## config.mk

```make
export PLATFORM = sky130hd
export DESIGN_NAME = pipe_hazard_ctrl
export DESIGN_NICKNAME = d
export VERILOG_FILES = /design/src/rtl/pipe_hazard_ctrl.sv
export SDC_FILE = /design/constraint.sdc
export NUM_CORES = 1
export LEC_CHECK = 0
export CAP_MARGIN = 40
export CORE_MARGIN = 2
export CORE_UTILIZATION = 52
export CTS_BUF_LIST = sky130_fd_sc_hd__clkbuf_8
export CTS_CLUSTER_SIZE = 24
export DETAILED_ROUTE_END_ITERATION = 10
export PLACE_DENSITY = 0.83
export SLEW_MARGIN = 15
export SYNTH_ARGS = -nofsm -noshare
export SYNTH_HDL_FRONTEND = slang
export SYNTH_SLANG_ARGS = --single-unit
```

## constraint.sdc

```tcl
create_clock -name clk -period 12.5 [get_ports clk]
set_clock_uncertainty 0.2 [all_clocks]
set_input_delay 2.5 -clock clk [delete_from_list [all_inputs] [get_ports clk]]
set_output_delay 2.5 -clock clk [all_outputs]
set_load 0.05 [all_outputs]
```

## src/rtl/pipe_hazard_ctrl.sv

```systemverilog
// -----------------------------------------------------------------------------
// pipe_hazard_ctrl
//
// Centralised hazard / pipeline-control unit for a 5-stage RV32 pipeline.
// It sits beside the stage modules and owns every stall, flush and forward
// select. It also keeps the cycle, instret and stall performance counters.
//
// Functions:
//   - EX operand forwarding (MEM result has priority over WB result)
//   - load-use stall detection (one-cycle freeze of PC and IF/ID, bubble in EX)
//   - taken-branch flush of IF/ID and ID/EX
//   - multi-cycle execute (MUL/DIV) stall FSM, MC_LATENCY cycles per op
//   - cycle / instret / stall counters, wrapping, with a synchronous clear
//
// Ports:
//   clk, rst                 clock (rising edge), async active-high reset
//   rs1_D, rs2_D             source registers of the instruction in ID
//   rs1_E, rs2_E, rd_E       sources / destination of the instruction in EX
//   MemRead_E                instruction in EX is a load
//   rd_M, RegWrite_M         destination / write enable of MEM
//   rd_W, RegWrite_W         destination / write enable of WB
//   mc_start_E               valid multi-cycle op in EX
//   PCSrc_E                  taken branch/jump resolved in EX
//   retire_W                 valid instruction retiring in WB
//   counter_clr              synchronous clear of all counters
//   ForwardA_E, ForwardB_E   00 regfile, 01 WB result, 10 MEM ALU result
//   PC_Write, IF_ID_Write,
//   ID_EX_Write              pipeline register enables
//   Flush_D, Flush_E         clear IF/ID, clear ID/EX
//   Bubble_M                 clear EX/MEM
//   mc_done                  final cycle of a multi-cycle op
//   cycle_cnt, instret_cnt,
//   stall_cnt                performance counters
//
// All control outputs are combinational so that a hazard detected in a cycle
// takes effect at the very next clock edge; only FSM state and the counters
// are registered.
// -----------------------------------------------------------------------------
module pipe_hazard_ctrl #(
  parameter int REG_ADDR_W = 5,
  parameter int MC_LATENCY = 4,
  parameter int CNT_WIDTH  = 64
) (
  input  logic                  clk,
  input  logic                  rst,
  input  logic [REG_ADDR_W-1:0] rs1_D,
  input  logic [REG_ADDR_W-1:0] rs2_D,
  input  logic [REG_ADDR_W-1:0] rs1_E,
  input  logic [REG_ADDR_W-1:0] rs2_E,
  input  logic [REG_ADDR_W-1:0] rd_E,
  input  logic                  MemRead_E,
  input  logic [REG_ADDR_W-1:0] rd_M,
  input  logic                  RegWrite_M,
  input  logic [REG_ADDR_W-1:0] rd_W,
  input  logic                  RegWrite_W,
  input  logic                  mc_start_E,
  input  logic                  PCSrc_E,
  input  logic                  retire_W,
  input  logic                  counter_clr,
  output logic [1:0]            ForwardA_E,
  output logic [1:0]            ForwardB_E,
  output logic                  PC_Write,
  output logic                  IF_ID_Write,
  output logic                  ID_EX_Write,
  output logic                  Flush_D,
  output logic                  Flush_E,
  output logic                  Bubble_M,
  output logic                  mc_done,
  output logic [CNT_WIDTH-1:0]  cycle_cnt,
  output logic [CNT_WIDTH-1:0]  instret_cnt,
  output logic [CNT_WIDTH-1:0]  stall_cnt
);

  // Forward select encodings
  localparam logic [1:0] FWD_RF  = 2'b00;
  localparam logic [1:0] FWD_WB  = 2'b01;
  localparam logic [1:0] FWD_MEM = 2'b10;

  localparam logic [REG_ADDR_W-1:0] ZERO_REG = {REG_ADDR_W{1'b0}};

  // mc_cnt value on the op's final (done) cycle
  localparam logic [7:0] MC_LAST = 8'(MC_LATENCY - 1);

  localparam logic [CNT_WIDTH-1:0] CNT_ZERO = {CNT_WIDTH{1'b0}};
  localparam logic [CNT_WIDTH-1:0] CNT_ONE  = {{(CNT_WIDTH-1){1'b0}}, 1'b1};

  typedef enum logic [0:0] {
    ST_IDLE = 1'b0,
    ST_BUSY = 1'b1
  } mc_state_t;

  mc_state_t        r_state;
  mc_state_t        w_state_nxt;
  logic [7:0]       r_mc_cnt;
  logic [7:0]       w_mc_cnt_nxt;
  logic             w_mc_stall;
  logic             w_mc_done;
  logic             w_load_use;
  logic             w_rs1_hit;
  logic             w_rs2_hit;

  // Forward select for one EX operand; x0 is never forwarded because it is
  // hard-wired to zero regardless of what an older instruction "writes".
  function automatic logic [1:0] fwd_sel(
    input logic [REG_ADDR_W-1:0] src,
    input logic [REG_ADDR_W-1:0] rd_mem,
    input logic                  wr_mem,
    input logic [REG_ADDR_W-1:0] rd_wb,
    input logic                  wr_wb
  );
    logic [1:0] sel;
    if (wr_mem && (rd_mem != ZERO_REG) && (rd_mem == src)) begin
      sel = FWD_MEM;
    end else if (wr_wb && (rd_wb != ZERO_REG) && (rd_wb == src)) begin
      sel = FWD_WB;
    end else begin
      sel = FWD_RF;
    end
    return sel;
  endfunction

  // Load-use: the load in EX writes a register the ID instruction reads.
  always_comb begin
    w_rs1_hit  = (rd_E == rs1_D);
    w_rs2_hit  = (rd_E == rs2_D);
    w_load_use = MemRead_E && (rd_E != ZERO_REG) && (w_rs1_hit || w_rs2_hit);
  end

  // Multi-cycle FSM next state. mc_cnt counts the EX cycles already spent;
  // the stall covers every cycle except the last one, in which the result is
  // available and the pipeline may advance. A new mc_start_E on the done
  // cycle belongs to the op that is finishing and is therefore not a new op.
  always_comb begin
    w_state_nxt  = r_state;
    w_mc_cnt_nxt = r_mc_cnt;
    w_mc_stall   = 1'b0;
    w_mc_done    = 1'b0;
    case (r_state)
      ST_IDLE: begin
        if (mc_start_E) begin
          w_mc_stall   = 1'b1;
          w_state_nxt  = ST_BUSY;
          w_mc_cnt_nxt = 8'd1;
        end else begin
          w_mc_cnt_nxt = 8'd0;
        end
      end
      ST_BUSY: begin
        if (r_mc_cnt < MC_LAST) begin
          w_mc_stall   = 1'b1;
          w_mc_cnt_nxt = r_mc_cnt + 8'd1;
        end else begin
          w_mc_done    = 1'b1;
          w_state_nxt  = ST_IDLE;
          w_mc_cnt_nxt = 8'd0;
        end
      end
      default: begin
        w_state_nxt  = ST_IDLE;
        w_mc_cnt_nxt = 8'd0;
      end
    endcase
  end

  // FSM state register; reset aborts any op in flight.
  always_ff @(posedge clk or posedge rst) begin
    if (rst) begin
      r_state  <= ST_IDLE;
      r_mc_cnt <= 8'd0;
    end else begin
      r_state  <= w_state_nxt;
      r_mc_cnt <= w_mc_cnt_nxt;
    end
  end

  // Control outputs by priority: MC stall > taken branch > load-use.
  // While rst is high the outputs are forced to their reset values so that
  // stray inputs cannot produce a stall or flush during reset.
  always_comb begin
    ForwardA_E  = FWD_RF;
    ForwardB_E  = FWD_RF;
    PC_Write    = 1'b1;
    IF_ID_Write = 1'b1;
    ID_EX_Write = 1'b1;
    Flush_D     = 1'b0;
    Flush_E     = 1'b0;
    Bubble_M    = 1'b0;
    mc_done     = 1'b0;
    if (rst) begin
      mc_done = 1'b0;
    end else begin
      ForwardA_E = fwd_sel(rs1_E, rd_M, RegWrite_M, rd_W, RegWrite_W);
      ForwardB_E = fwd_sel(rs2_E, rd_M, RegWrite_M, rd_W, RegWrite_W);
      mc_done    = w_mc_done;
      if (w_mc_stall) begin
        // Whole front end frozen; EX/MEM gets a bubble while EX is occupied.
        PC_Write    = 1'b0;
        IF_ID_Write = 1'b0;
        ID_EX_Write = 1'b0;
        Bubble_M    = 1'b1;
      end else if (PCSrc_E) begin
        // ID instruction is squashed, so any load-use it had is moot.
        Flush_D = 1'b1;
        Flush_E = 1'b1;
      end else if (w_load_use) begin
        // Hold IF and ID one cycle, insert a bubble behind the load.
        PC_Write    = 1'b0;
        IF_ID_Write = 1'b0;
        Flush_E     = 1'b1;
      end else begin
        Flush_D = 1'b0;
      end
    end
  end

  // Performance counters; clear wins over that cycle's increment.
  always_ff @(posedge clk or posedge rst) begin
    if (rst) begin
      cycle_cnt   <= CNT_ZERO;
      instret_cnt <= CNT_ZERO;
      stall_cnt   <= CNT_ZERO;
    end else if (counter_clr) begin
      cycle_cnt   <= CNT_ZERO;
      instret_cnt <= CNT_ZERO;
      stall_cnt   <= CNT_ZERO;
    end else begin
      cycle_cnt   <= cycle_cnt + CNT_ONE;
      instret_cnt <= retire_W ? (instret_cnt + CNT_ONE) : instret_cnt;
      stall_cnt   <= PC_Write ? stall_cnt : (stall_cnt + CNT_ONE);
    end
  end

endmodule

```

==> impl_metrics.tcl <==
set metrics [dict create \
    post_cts_resized 0 \
    clock_latency_ns 0.52 \
    ctsRootBufferMaster "clkbuf_8" \
    crit_chain "clkdlybuf4s50_1 > or4_1 > o21ai_0 > nor3_1 > nor4_1 > clkdlybuf4s50_1" \
    peakVddDrop_uv 66.6 \
    cp_top_family "buffers and inverters" \
    place_ws_ns 4.63 \
    multi_input_area_um2 5230 \
    setup-violations-final 0 \
    firstDrtPassIters 5 \
    drive_above_1_share 0.0508 \
    core-area_um2 20000 \
    die_x_um 146 \
    crit_path_frequent_cell "clkdlybuf4s50_1" \
    hpwl_um 19800 \
    crit_start "rd_M[1]" \
    pwr-share-comb 0.065 \
    synth_edf_count 0 \
    crit_end "ForwardB_E[0]" \
    period_share 0.632 \
    design_area_um2 13900 \
    hold_buffers 0 \
    hp-class "reg -> reg" \
    period_needed_ns 7.90 \
    rsz0062_at_grt "no" \
    synth_top_family_by_area "simple AND/OR/NAND/NOR gates" \
    critical_path_required_ns 9.80 \
    vias_per_cell 5.83 \
    post_cts_buffers 0 \
    hold_viol_final 0 \
    track_usage 0.265 \
    drt_iter0_drc 572 \
    grt_pass1_vias 9587 \
    synth_simple_gate_area_frac 0.286 \
    cts.sinks 201 \
    drt_wl_total_um 28500 \
    synthMuxAreaShare 0.00405 \
    drc_errors 0 \
    dr_total_vias 9823 \
    synth_async_sr_flop_share 1.00 \
    critPathCaptureType "output pin" \
    crit_path_top_delay_cell "clkdlybuf4s50_1" \
    grt_pass1_wl_um 47500 \
    worst-path-stages 6 \
    routabilityCongestion 0.882 \
    status "finished clean" \
    fin_ws_ns 4.60 \
    num-fill-cells 1588 \
    r2r.worst_path.cells 6 \
    setup.reg_to_reg.worst_slack_ns 9.23 \
    ant_nets 0 \
    ys.flop_type "dfrtp_1" \
    cp_max_fo 4 \
    start_kind "primary input" \
    portBuffers 246 \
    tightest_slew_ns 0.909 \
    die_area_um2 21400 \
    placed_area_um2 13300 \
    clkSlewWorstSetupHoldPaths_ns 0.05 \
    synth-seq-cells 201 \
    powerDensity_nw_per_um2 94.5 \
    r2r-end "stall_cnt[53]$_DFFE_PP0P_" \
    area_delta_synth_final_pct 32.6 \
    syn_inst 1149 \
    syn_area_um2 10500 \
    cp_slowest_stage_delay_ns 0.87 \
    die_h_um 146 \
    power.internal_uw 994 \
    swShare 0.246 \
    overflow 0 \
    grt_antenna_before_repair 0 \
    sequentialPowerShare 0.499 \
    fmax_ghz 0.127 \
    drv_slew 0 \
    seq_area_frac_synth 0.478 \
    nets 1441 \
    cap_viol_max_count 0 \
    crit_arrival_ns 5.20 \
    antennaDiodeCount 0 \
    synth_fa_ha_area_frac 0.00476 \
    tns_ns 0 \
    rows 52 \
    cts_tree "yes" \
    hold_ws_ns 0.278 \
    seqCellArea_um2 5030 \
    num_io_pins 247 \
    slew_headroom 0.389 \
    layout.cells.non_filler 1686 \
    pwr-share-clk 0.436 \
    htreeDepth 2 \
    final_core_util 0.696 \
    cp_num_buf_inv 2 \
    synth_cell_type_count 46 \
    critPathKind "in -> out" \
    power_mw 1.32 \
    dp.cells 1625 \
    synth_xor_area_frac 0.118 \
    initial_core_util 0.525 \
    grt_max_degree 114 \
    synth_compound_area_frac 0.0813 \
    p_sw_uw 324 \
    avgSynthCellArea_um2 9.15 \
    cts_buffers 36 \
    r2r-start "stall_cnt[13]$_DFFE_PP0P_" \
    clockBufferDepth 3 \
    wl_per_cell_um 16.9 \
    yosys_warnings 0 \
    p_leak_nw 5.34 \
]
-- flip-flops by register name (all words and copies together) (netlist names) --
name	flops
r_mc_cnt	8
instret_cnt	64
stall_cnt	64
r_state	1
cycle_cnt	64
-- cell usage after synthesis (2+ instances only) --
cell      instances  share of area
dfrtp_1         201           0.48
nor2_1          139          0.050
xor2_1           76          0.063
nand3_1          75          0.036
a21oi_1          74          0.035
nand2_1          73          0.026
xnor2_1          66          0.055
nand4_1          57          0.034
or3_1            53          0.032
clkbuf_1         52          0.019
o21ai_0          47          0.022
nor3_1           40          0.019
or4_1            34          0.024
and3_1           27          0.016
o31ai_1          25          0.018
nor4_1           22          0.013
and4_1           20          0.017
inv_1            18         0.0064
and2_1            8         0.0048
nor2b_1           5         0.0030
ha_1              4         0.0048
o21ai_1           4         0.0019
buf_2             2        0.00095
mux2i_1           2         0.0019
nand4_2           2         0.0024
nor4_2            2         0.0024
or2_2             2         0.0012
-- worst min-delay path by stage --
stage                                       end  slack [ns]  depth (start not counted)                  start
after floorplan           r_mc_cnt[0]$_DFF_PP0_        0.24                          1  r_mc_cnt[0]$_DFF_PP0_
after global placement    r_mc_cnt[0]$_DFF_PP0_        0.27                          1  r_mc_cnt[0]$_DFF_PP0_
after detailed placement  r_mc_cnt[0]$_DFF_PP0_        0.28                          1  r_mc_cnt[0]$_DFF_PP0_
after CTS                 r_mc_cnt[0]$_DFF_PP0_        0.28                          1  r_mc_cnt[0]$_DFF_PP0_
after global routing      r_mc_cnt[0]$_DFF_PP0_        0.31                          1  r_mc_cnt[0]$_DFF_PP0_
final                     r_mc_cnt[0]$_DFF_PP0_        0.28                          1  r_mc_cnt[0]$_DFF_PP0_
-- power groups by stage --
stage               logic [mW]  clock network (mW)  registers (mW)
finish                  0.0860               0.574           0.658
floorplan               0.0431                   0           0.675
global route            0.0944               0.621           0.658
CTS                     0.0872               0.586           0.658
global placement        0.0822                   0           0.669
detailed placement      0.0870                   0           0.669
-- final cells by class --
cell class,count,area share
timing repair buffer,257,0.186
tap,270,0.0242
clock inverter,18,0.00556
multi-input combinational,878,0.375
sequential,201,0.361
clock buffer,43,0.0424
inverter,19,0.00565
-- routing by layer --
layer  vias to the layer above  global-route usage  share of wire
met1                      4785               0.349           0.41
met2                       364               0.440           0.50
met4                         0              0.0927          0.022
li1                       4613                   -              -
met3                        61              0.0525          0.069
met5                         -                   0              0
-- logic make-up (layout without fill, tap and decap cells) --
group           count (synthesis)  count (layout)
other cells                     1               6
flops                         201             201
buf+inv                        75             337
compound gates                155             155
fa+ha+maj                       4               4
mux                             4               4
xor+xnor                      142             142
simple gates                  567             567
-- cells in the final DEF, fill, tap and decap left out, types with 25 or more instances in the layout --
cell,n
inv_1,31
nand2_1,73
nor2_1,139
xor2_1,76
or3_1,53
and3_1,27
o21ai_0,47
nor3_1,40
clkdlybuf4s50_1,245
xnor2_1,66
clkbuf_8,43
a21oi_1,74
dfrtp_1,201
nand3_1,75
nand4_1,57
or4_1,34
o31ai_1,25
Note: power is estimated with default switching activity, not from simulation.
